$ cat src/rtl/wb_pkg.sv
// Shared constants and types for the DM/WB writeback stage.
package wb_pkg;

    parameter int unsigned WB_WIDTH  = 16;
    parameter int unsigned WB_ADDR_W = 4;

    parameter int unsigned SRC_DM  = 0;
    parameter int unsigned SRC_ALU = 1;
    parameter int unsigned SRC_PC  = 2;

    typedef enum logic [0:0] {
        WB_IDLE,
        WB_WAIT
    } wb_state_e;

endpackage

$ cat src/rtl/onehot_prio_mux.sv
// Lowest-index-wins source mux with a flag for selects that are not exactly one-hot.
module onehot_prio_mux #(
    parameter int unsigned WIDTH = 16,
    parameter int unsigned NSRC  = 3,
    localparam int unsigned IdxW = (NSRC > 1) ? $clog2(NSRC) : 1
) (
    input  logic [NSRC-1:0]       sel,
    input  logic [NSRC*WIDTH-1:0] src,
    output logic [WIDTH-1:0]      data,
    output logic [IdxW-1:0]       idx,
    output logic                  not_onehot
);

    logic found;

    always_comb begin
        data  = '0;
        idx   = '0;
        found = 1'b0;
        for (int i = 0; i < int'(NSRC); i++) begin
            if (sel[i] && !found) begin
                data  = src[i*WIDTH +: WIDTH];
                idx   = IdxW'(i);
                found = 1'b1;
            end
        end
    end

    // Zero or more than one bit set.
    assign not_onehot = (sel == '0) || ((sel & (sel - NSRC'(1))) != '0);

endmodule

$ cat src/rtl/wb_src_mux_pipe.sv
// DM/WB writeback register: source mux, DM wait state, stall/flush and select-error pulse.
module wb_src_mux_pipe
    import wb_pkg::*;
#(
    parameter int unsigned WIDTH  = WB_WIDTH,
    parameter int unsigned NSRC   = 3,
    parameter int unsigned ADDR_W = WB_ADDR_W,
    parameter int unsigned DM_SRC = SRC_DM
) (
    input  logic                  clk,
    input  logic                  rst_n,
    input  logic [NSRC-1:0]       src_sel_EX_DM,
    input  logic [NSRC*WIDTH-1:0] src_data_EX_DM,
    input  logic [ADDR_W-1:0]     dst_addr_EX_DM,
    input  logic                  we_EX_DM,
    input  logic                  dm_rdy,
    input  logic                  stall_DM_WB,
    input  logic                  flush_DM_WB,
    output logic [WIDTH-1:0]      rf_w_data_DM_WB,
    output logic [ADDR_W-1:0]     rf_dst_addr_DM_WB,
    output logic                  rf_we_DM_WB,
    output logic                  stall_req,
    output logic                  sel_err
);

    localparam int unsigned IdxW = (NSRC > 1) ? $clog2(NSRC) : 1;

    wb_state_e           state_q, state_d;
    logic [WIDTH-1:0]    data_q;
    logic [ADDR_W-1:0]   addr_q;
    logic                we_q;
    logic                sel_err_q;

    logic [WIDTH-1:0]    mux_data;
    logic [IdxW-1:0]     mux_idx;
    logic                mux_bad;
    logic                dm_wait;

    onehot_prio_mux #(
        .WIDTH (WIDTH),
        .NSRC  (NSRC)
    ) u_mux (
        .sel        (src_sel_EX_DM),
        .src        (src_data_EX_DM),
        .data       (mux_data),
        .idx        (mux_idx),
        .not_onehot (mux_bad)
    );

    // An all-zero select has no winner, so it never waits on the DM.
    assign dm_wait = we_EX_DM & (|src_sel_EX_DM) & (mux_idx == IdxW'(DM_SRC)) & ~dm_rdy;

    always_ff @(posedge clk or negedge rst_n) begin
        if (!rst_n) begin
            state_q <= WB_IDLE;
        end else begin
            state_q <= state_d;
        end
    end

    always_comb begin
        state_d = state_q;
        if (flush_DM_WB) begin
            state_d = WB_IDLE;
        end else if (!stall_DM_WB) begin
            state_d = stall_req ? WB_WAIT : WB_IDLE;
        end
    end

    // Request is held low during reset so a pending load cannot freeze upstream.
    always_comb begin
        stall_req = 1'b0;
        if (rst_n) begin
            unique case (state_q)
                WB_IDLE: stall_req = dm_wait;
                WB_WAIT: stall_req = ~dm_rdy;
                default: stall_req = 1'b0;
            endcase
        end
    end

    always_ff @(posedge clk or negedge rst_n) begin
        if (!rst_n) begin
            data_q    <= '0;
            addr_q    <= '0;
            we_q      <= 1'b0;
            sel_err_q <= 1'b0;
        end else if (flush_DM_WB) begin
            we_q      <= 1'b0;
            sel_err_q <= 1'b0;
        end else if (stall_DM_WB) begin
            sel_err_q <= 1'b0;
        end else if (stall_req) begin
            we_q      <= 1'b0;
            sel_err_q <= 1'b0;
        end else begin
            data_q    <= mux_data;
            addr_q    <= dst_addr_EX_DM;
            we_q      <= we_EX_DM;
            sel_err_q <= we_EX_DM & mux_bad;
        end
    end

    assign rf_w_data_DM_WB   = data_q;
    assign rf_dst_addr_DM_WB = addr_q;
    assign rf_we_DM_WB       = we_q;
    assign sel_err           = sel_err_q;

endmodule

$ cat config.mk
export PLATFORM = sky130hd
export DESIGN_NAME = wb_src_mux_pipe
export DESIGN_NICKNAME = d
export VERILOG_FILES = /design/src/rtl/wb_pkg.sv /design/src/rtl/onehot_prio_mux.sv /design/src/rtl/wb_src_mux_pipe.sv
export SDC_FILE = /design/constraint.sdc
export NUM_CORES = 1
export LEC_CHECK = 0
export CAP_MARGIN = 20
export CORE_MARGIN = 2
export CORE_UTILIZATION = 41
export CTS_BUF_LIST = sky130_fd_sc_hd__clkbuf_4 sky130_fd_sc_hd__clkbuf_8
export CTS_CLUSTER_SIZE = 25
export DETAILED_ROUTE_END_ITERATION = 8
export PLACE_DENSITY = 0.81
export SYNTH_ARGS = -nofsm -noshare
export SYNTH_HDL_FRONTEND = slang
export SYNTH_HIERARCHICAL = 1
export SYNTH_SLANG_ARGS = --single-unit
export TNS_END_PERCENT = 100
$ cat constraint.sdc
create_clock -name clk -period 2.2 [get_ports clk]
set_input_delay 0.33 -clock clk [delete_from_list [all_inputs] [get_ports clk]]
set_output_delay 0.33 -clock clk [all_outputs]
set_load 0.005 [all_outputs]
* Yosys cells after proc, flatten, opt, wreduce, memory -nomap -nowiden *
Index checks and enable logic that the tools add are counted.

storage, ports and cells
  register bits after elaboration = 23
  logic and storage cells = 45

cells by class
  add/sub/neg operators = 1
  equal/unequal tests = 1
  multiplexer cells = 18
  bitwise gates (word level) = 10
  reduce and logical (&&, ||, !) cells = 10

operator list
  kind                   count
  $mux W16               3
  $mux W1                13
  $not A1 Y1             5
  $and A1 B1 Y1          4
  $and A3 B3 Y3          1
  $logic_not A3 Y1       1
  $reduce_and A3 Y1      1
  $reduce_bool A3 Y1     1
  $reduce_or A3 Y1       1
  $sub A3 B1 Y3 const B  1
  $logic_and A1 B1 Y1    2
  $logic_not A1 Y1       2
  $logic_not A2 Y1       1
  $mux W2                1
  $ne A2 B1 Y1 const B   1
  $pmux W1 S2            1
  $logic_or A1 B1 Y1     1

* Depth between registers and ports, before layout *
  depth in word-level cells = 15
  gate-level depth with buffers = 7

* Cells and area by module *
Netlist, hierarchy kept.

modules (own cells, without submodules)
  module           instances  cells an instance  area an instance (µm²)  seq. area each (µm²)
  wb_src_mux_pipe  1          108                1144.8                  575.6
  onehot_prio_mux  1          79                 519.2                   0.0

* Worst setup path before layout *
OpenSTA, ideal clock, no wires.

  path kind = input port to output port
  start point = in src_sel_EX_DM[2]
  end point = out stall_req
  arrival time = 1.457 ns
  slack = 0.413 ns
  stages on the path = 6
  path buffers = 3
  cells stage by stage = buf_4 -> buf_6 -> nor3b_2 -> nor3b_1 -> o211a_2 -> buf_6

on the way
  word-level cells in the longest chain between the ends = 7
  elaborated cells on any way between the ends = 9
  classes of those cells = mux: 3; bitwise: 3; reduce/logical: 3

RTL lines
  what                         RTL line               RTL
  start: declaration           wb_src_mux_pipe.sv:12  input logic [NSRC-1:0] src_sel_EX_DM,
  $logic_and A1 B1 Y1          onehot_prio_mux.sv:21  if (sel[i] && !found) begin
  $mux W2                      onehot_prio_mux.sv:21
  net mux_idx[1]               wb_src_mux_pipe.sv:35  logic [IdxW-1:0] mux_idx;
  $logic_not A2 Y1             wb_src_mux_pipe.sv:51  assign dm_wait = we_EX_DM & (|src_sel_EX_DM) & (mux_idx == IdxW'(DM_SRC)) & ~dm_rdy;
  $and A1 B1 Y1 (2 in series)  wb_src_mux_pipe.sv:51
  $pmux W1 S2                  wb_src_mux_pipe.sv:74  unique case (state_q)
  $mux W1                      wb_src_mux_pipe.sv:73  if (rst_n) begin
  end: declaration             wb_src_mux_pipe.sv:22  output logic stall_req,

The timed path passes the listed nets, and every way through them passes these cells.

* Worst setup path in the final report *
  start point = in src_sel_EX_DM[2]
  end point = out stall_req

on the way
  word-level cells in the longest chain between the ends = 7
  elaborated cells on any way between the ends = 9
  classes of those cells = mux: 3; bitwise: 3; reduce/logical: 3

RTL lines
  what                           RTL line
  $logic_and A1 B1 Y1            onehot_prio_mux.sv:21
  $mux W2                        onehot_prio_mux.sv:21
  $logic_not A2 Y1               wb_src_mux_pipe.sv:51
  $and A1 B1 Y1 * (2 in series)  wb_src_mux_pipe.sv:51
  $pmux W1 S2 *                  wb_src_mux_pipe.sv:74
  $mux W1 *                      wb_src_mux_pipe.sv:73

Mark *: on every way between the ends. The rest lies on a longest branch, timed or not.

==> impl_metrics.py <==
metrics = {
    "power": {
        "powerDensity_mw_per_mm2": 485,
        "ir_drop_uv": 319,
        "power.static_leakage_nw": 1.01,
    },
    "synthesis": {
        "synth_edf_count": 0,
        "synth_most_common_cell": "a21oi_1",
        "ys_async_sr_fraction_pct": 100,
        "syn_inst": 187,
        "avgSynthCellArea_um2": 8.90,
        "synth_common_cells": "a21oi_1, dfrtp_1, nand2_1",
        "syn_area_mm2": 0.00166,
        "syn_nets": 248,
        "synthFlopType": "dfrtp_1",
        "yosysTopAreaCellShare_pct": 34.6,
        "synth.top_cells.by_area": "dfrtp_1, o22ai_2, a21oi_1, nand3b_1, nor2b_1",
        "ys_ff_latch": 23,
        "yosys.area.top_type": "dfrtp_1",
        "yosysSeqAreaShare_pct": 34.6,
        "synth.distinct_cells": 23,
        "synth.yosys.warnings": 6,
    },
    "grt": {
        "grt_pass1_wl_um": 7520,
        "grt_max_degree": 28,
        "grt-ovfl-total": 0,
        "grt_usage_pct": 21.9,
        "antenna_found_initial": 0,
        "grt_pass1_vias": 1583,
    },
    "clocking": {
        "cts_setup_buffers": 0,
        "cts_tree": "done",
        "cts_root_buf": "clkbuf_8",
        "cts.sinks": 23,
        "cts_made_buffers": 3,
        "clk_path_buf_depth": 2,
        "holdBufCountCts": 0,
        "clkTransAtPathRegs_ns": 0.09,
        "h-tree-depth": 1,
        "clkLatencyLatePin_ns": 0.27,
    },
    "route": {
        "drtIter0Drc": 80,
        "num_vias": 1703,
        "viasPerCell": 5.36,
        "wl_per_cell_um": 15.5,
        "drc": 0,
        "wirelength_um": 4930,
        "dr.pass1.iters": 4,
        "ant_nets": 0,
    },
    "timing": {
        "post-route-min-period_ns": 2.07,
        "drv_slew": 0,
        "max_slew_margin_pct": 78.1,
        "fmax_mhz": 483,
        "hold_viol": 0,
        "rsz0062_at_grt": "false",
        "layout_setup_ws_ns": 0.128,
        "tightest_slew_ns": 0.329,
        "min_period_over_period_pct": 94.2,
        "finalSetupViolations": 0,
        "fin_skew_ns": 0.00951,
    },
    "place": {
        "numPortBuffers": 83,
        "place_area_mm2": 0.00252,
        "dp_cells": 314,
        "post-place-ws_ns": -0.153,
        "gp_congestion": 0.819,
        "dp_hpwl_um": 3580,
    },
    "floorplanning": {
        "rows": 23,
        "io_pins": 84,
        "initial_utilization_pct": 42.2,
        "dieArea_mm2": 0.00458,
        "core_area_mm2": 0.00394,
        "dieWidth_um": 67.7,
        "dieHeight_um": 67.7,
    },
    "setup_path": {
        "cp_max_fo": 4,
        "end_kind": "output pin",
        "required_ns": 1.87,
        "r2r-end": "state_q",
        "rr_startpoint": "state_q",
        "critPathLaunchType": "input pin",
        "path_cells": "clkdlybuf4s50_1, or4_1, o211a_2, dlygate4sd2_1",
        "worstSetupPathType": "input pin to output pin",
        "timing.reg2reg.setup_slack_ns": 0.57,
        "crit_slowest_cell": "or4_1",
        "max_stage_delay_ns": 0.51,
        "worst_ep_arrival_time_ns": 1.74,
        "reg2regPathDepth": 4,
    },
    "run_status": {
        "status": "finished, final reports clean",
    },
    "worst_hold_path": {
        "hold_path_class": "input pin to asynchronous set/reset pin",
    },
    "run": {
        "cap_violations": 0,
    },
    "finish": {
        "fin_util_pct": 65.3,
        "area_growth_pct": 54.8,
        "drive_above_1_share_pct": 15.3,
        "n_antenna_cell": 0,
        "area.sequential_um2": 576,
        "layout.nets": 330,
        "fillers": 345,
        "fin_area_mm2": 0.00258,
        "multi_input_area_um2": 940,
        "stdcell_count": 318,
    },
}
## per-layer routing
layer	GRT usage [%]	up-vias	part of all wire, %
met5	0	-	0
met3	3.67	7	6.4
li1	-	828	-
met2	34.2	53	46
met4	7.91	0	1.8
met1	30.4	815	45
## final cells by class
cell class	instances	share of cell area [%]
Clock buffer	3	1.60
Clock inverter	1	0.194
Multi-Input combinational cell	144	36.5
Sequential cell	23	22.3
Tap cell	50	2.43
Timing Repair Buffer	97	37.0
## report_power, final
group          total, mW  switching, mW  internal (mW)  leakage (nW)
clock network      0.265          0.138          0.127        0.0255
registers          0.509         0.0320          0.477         0.296
logic              0.475          0.181          0.294         0.688
## registers in the layout, summed over array words and instances, names as in the netlist
register	flops
rf_dst_addr_DM_WB	4
rf_w_data_DM_WB	16
rf_we_DM_WB	1
sel_err	1
state_q	1
## worst max path at each step
stage                            to  slack, ns              from  cells past startpoint
after floorplan           stall_req       0.41  src_sel_EX_DM[2]                      6
after global placement    stall_req      -0.12  src_sel_EX_DM[1]                      4
after detailed placement  stall_req      -0.15  src_sel_EX_DM[1]                      5
after CTS                 stall_req       0.05  src_sel_EX_DM[1]                      4
after global routing      stall_req       0.07  src_sel_EX_DM[2]                      4
final                     stall_req       0.13  src_sel_EX_DM[2]                      4
## critical path: cells and delay by family
kind / cells / cell delay (ns)
buf+inv: 2 / 0.74
compound gates: 1 / 0.16
simple gates: 1 / 0.51
## cell usage in the layout (no fill, tap or decap), drive strengths merged
cell type,n
dlygate4sd2,1
or2,1
nand3b,16
dlymetal6s2s,2
buf,14
a211oi,1
clkbuf,3
dfrtp,23
o22ai,20
clkdlybuf4s50,80
nand2,22
a21oi,32
nor3b,2
a22o,1
clkinv,1
o21ai,23
nor2,2
or4,1
xor2,1
nor2b,19
or3,1
nand3,1
o211a,1
## repair_timing
action,4_1_cts,5_1_grt
setup endpoints to repair,1,1
pin swaps,0,0
gates resized for setup,2,2
## metrics by stage
step	setup TNS, ns	power (mW)	hold WS [ns]
detailed placement	-0.153	0.989	0.521
finish	0	1.25	0.477
floorplan	0	0.719	0.0344
global placement	-0.123	0.982	0.480
global route	0	1.32	0.501
CTS	0	1.26	0.474
## cell families after synthesis
group                     after synthesis  synth area share (%)
AOI/OAI and AO/OA                      78                  32.7
and+or+nand+nor                        65                  22.5
DFF                                    23                  34.6
buffers and inverters                  20                  9.70
xor gates and xnor gates                1                 0.526
Note: power is estimated with default switching activity, not from simulation.
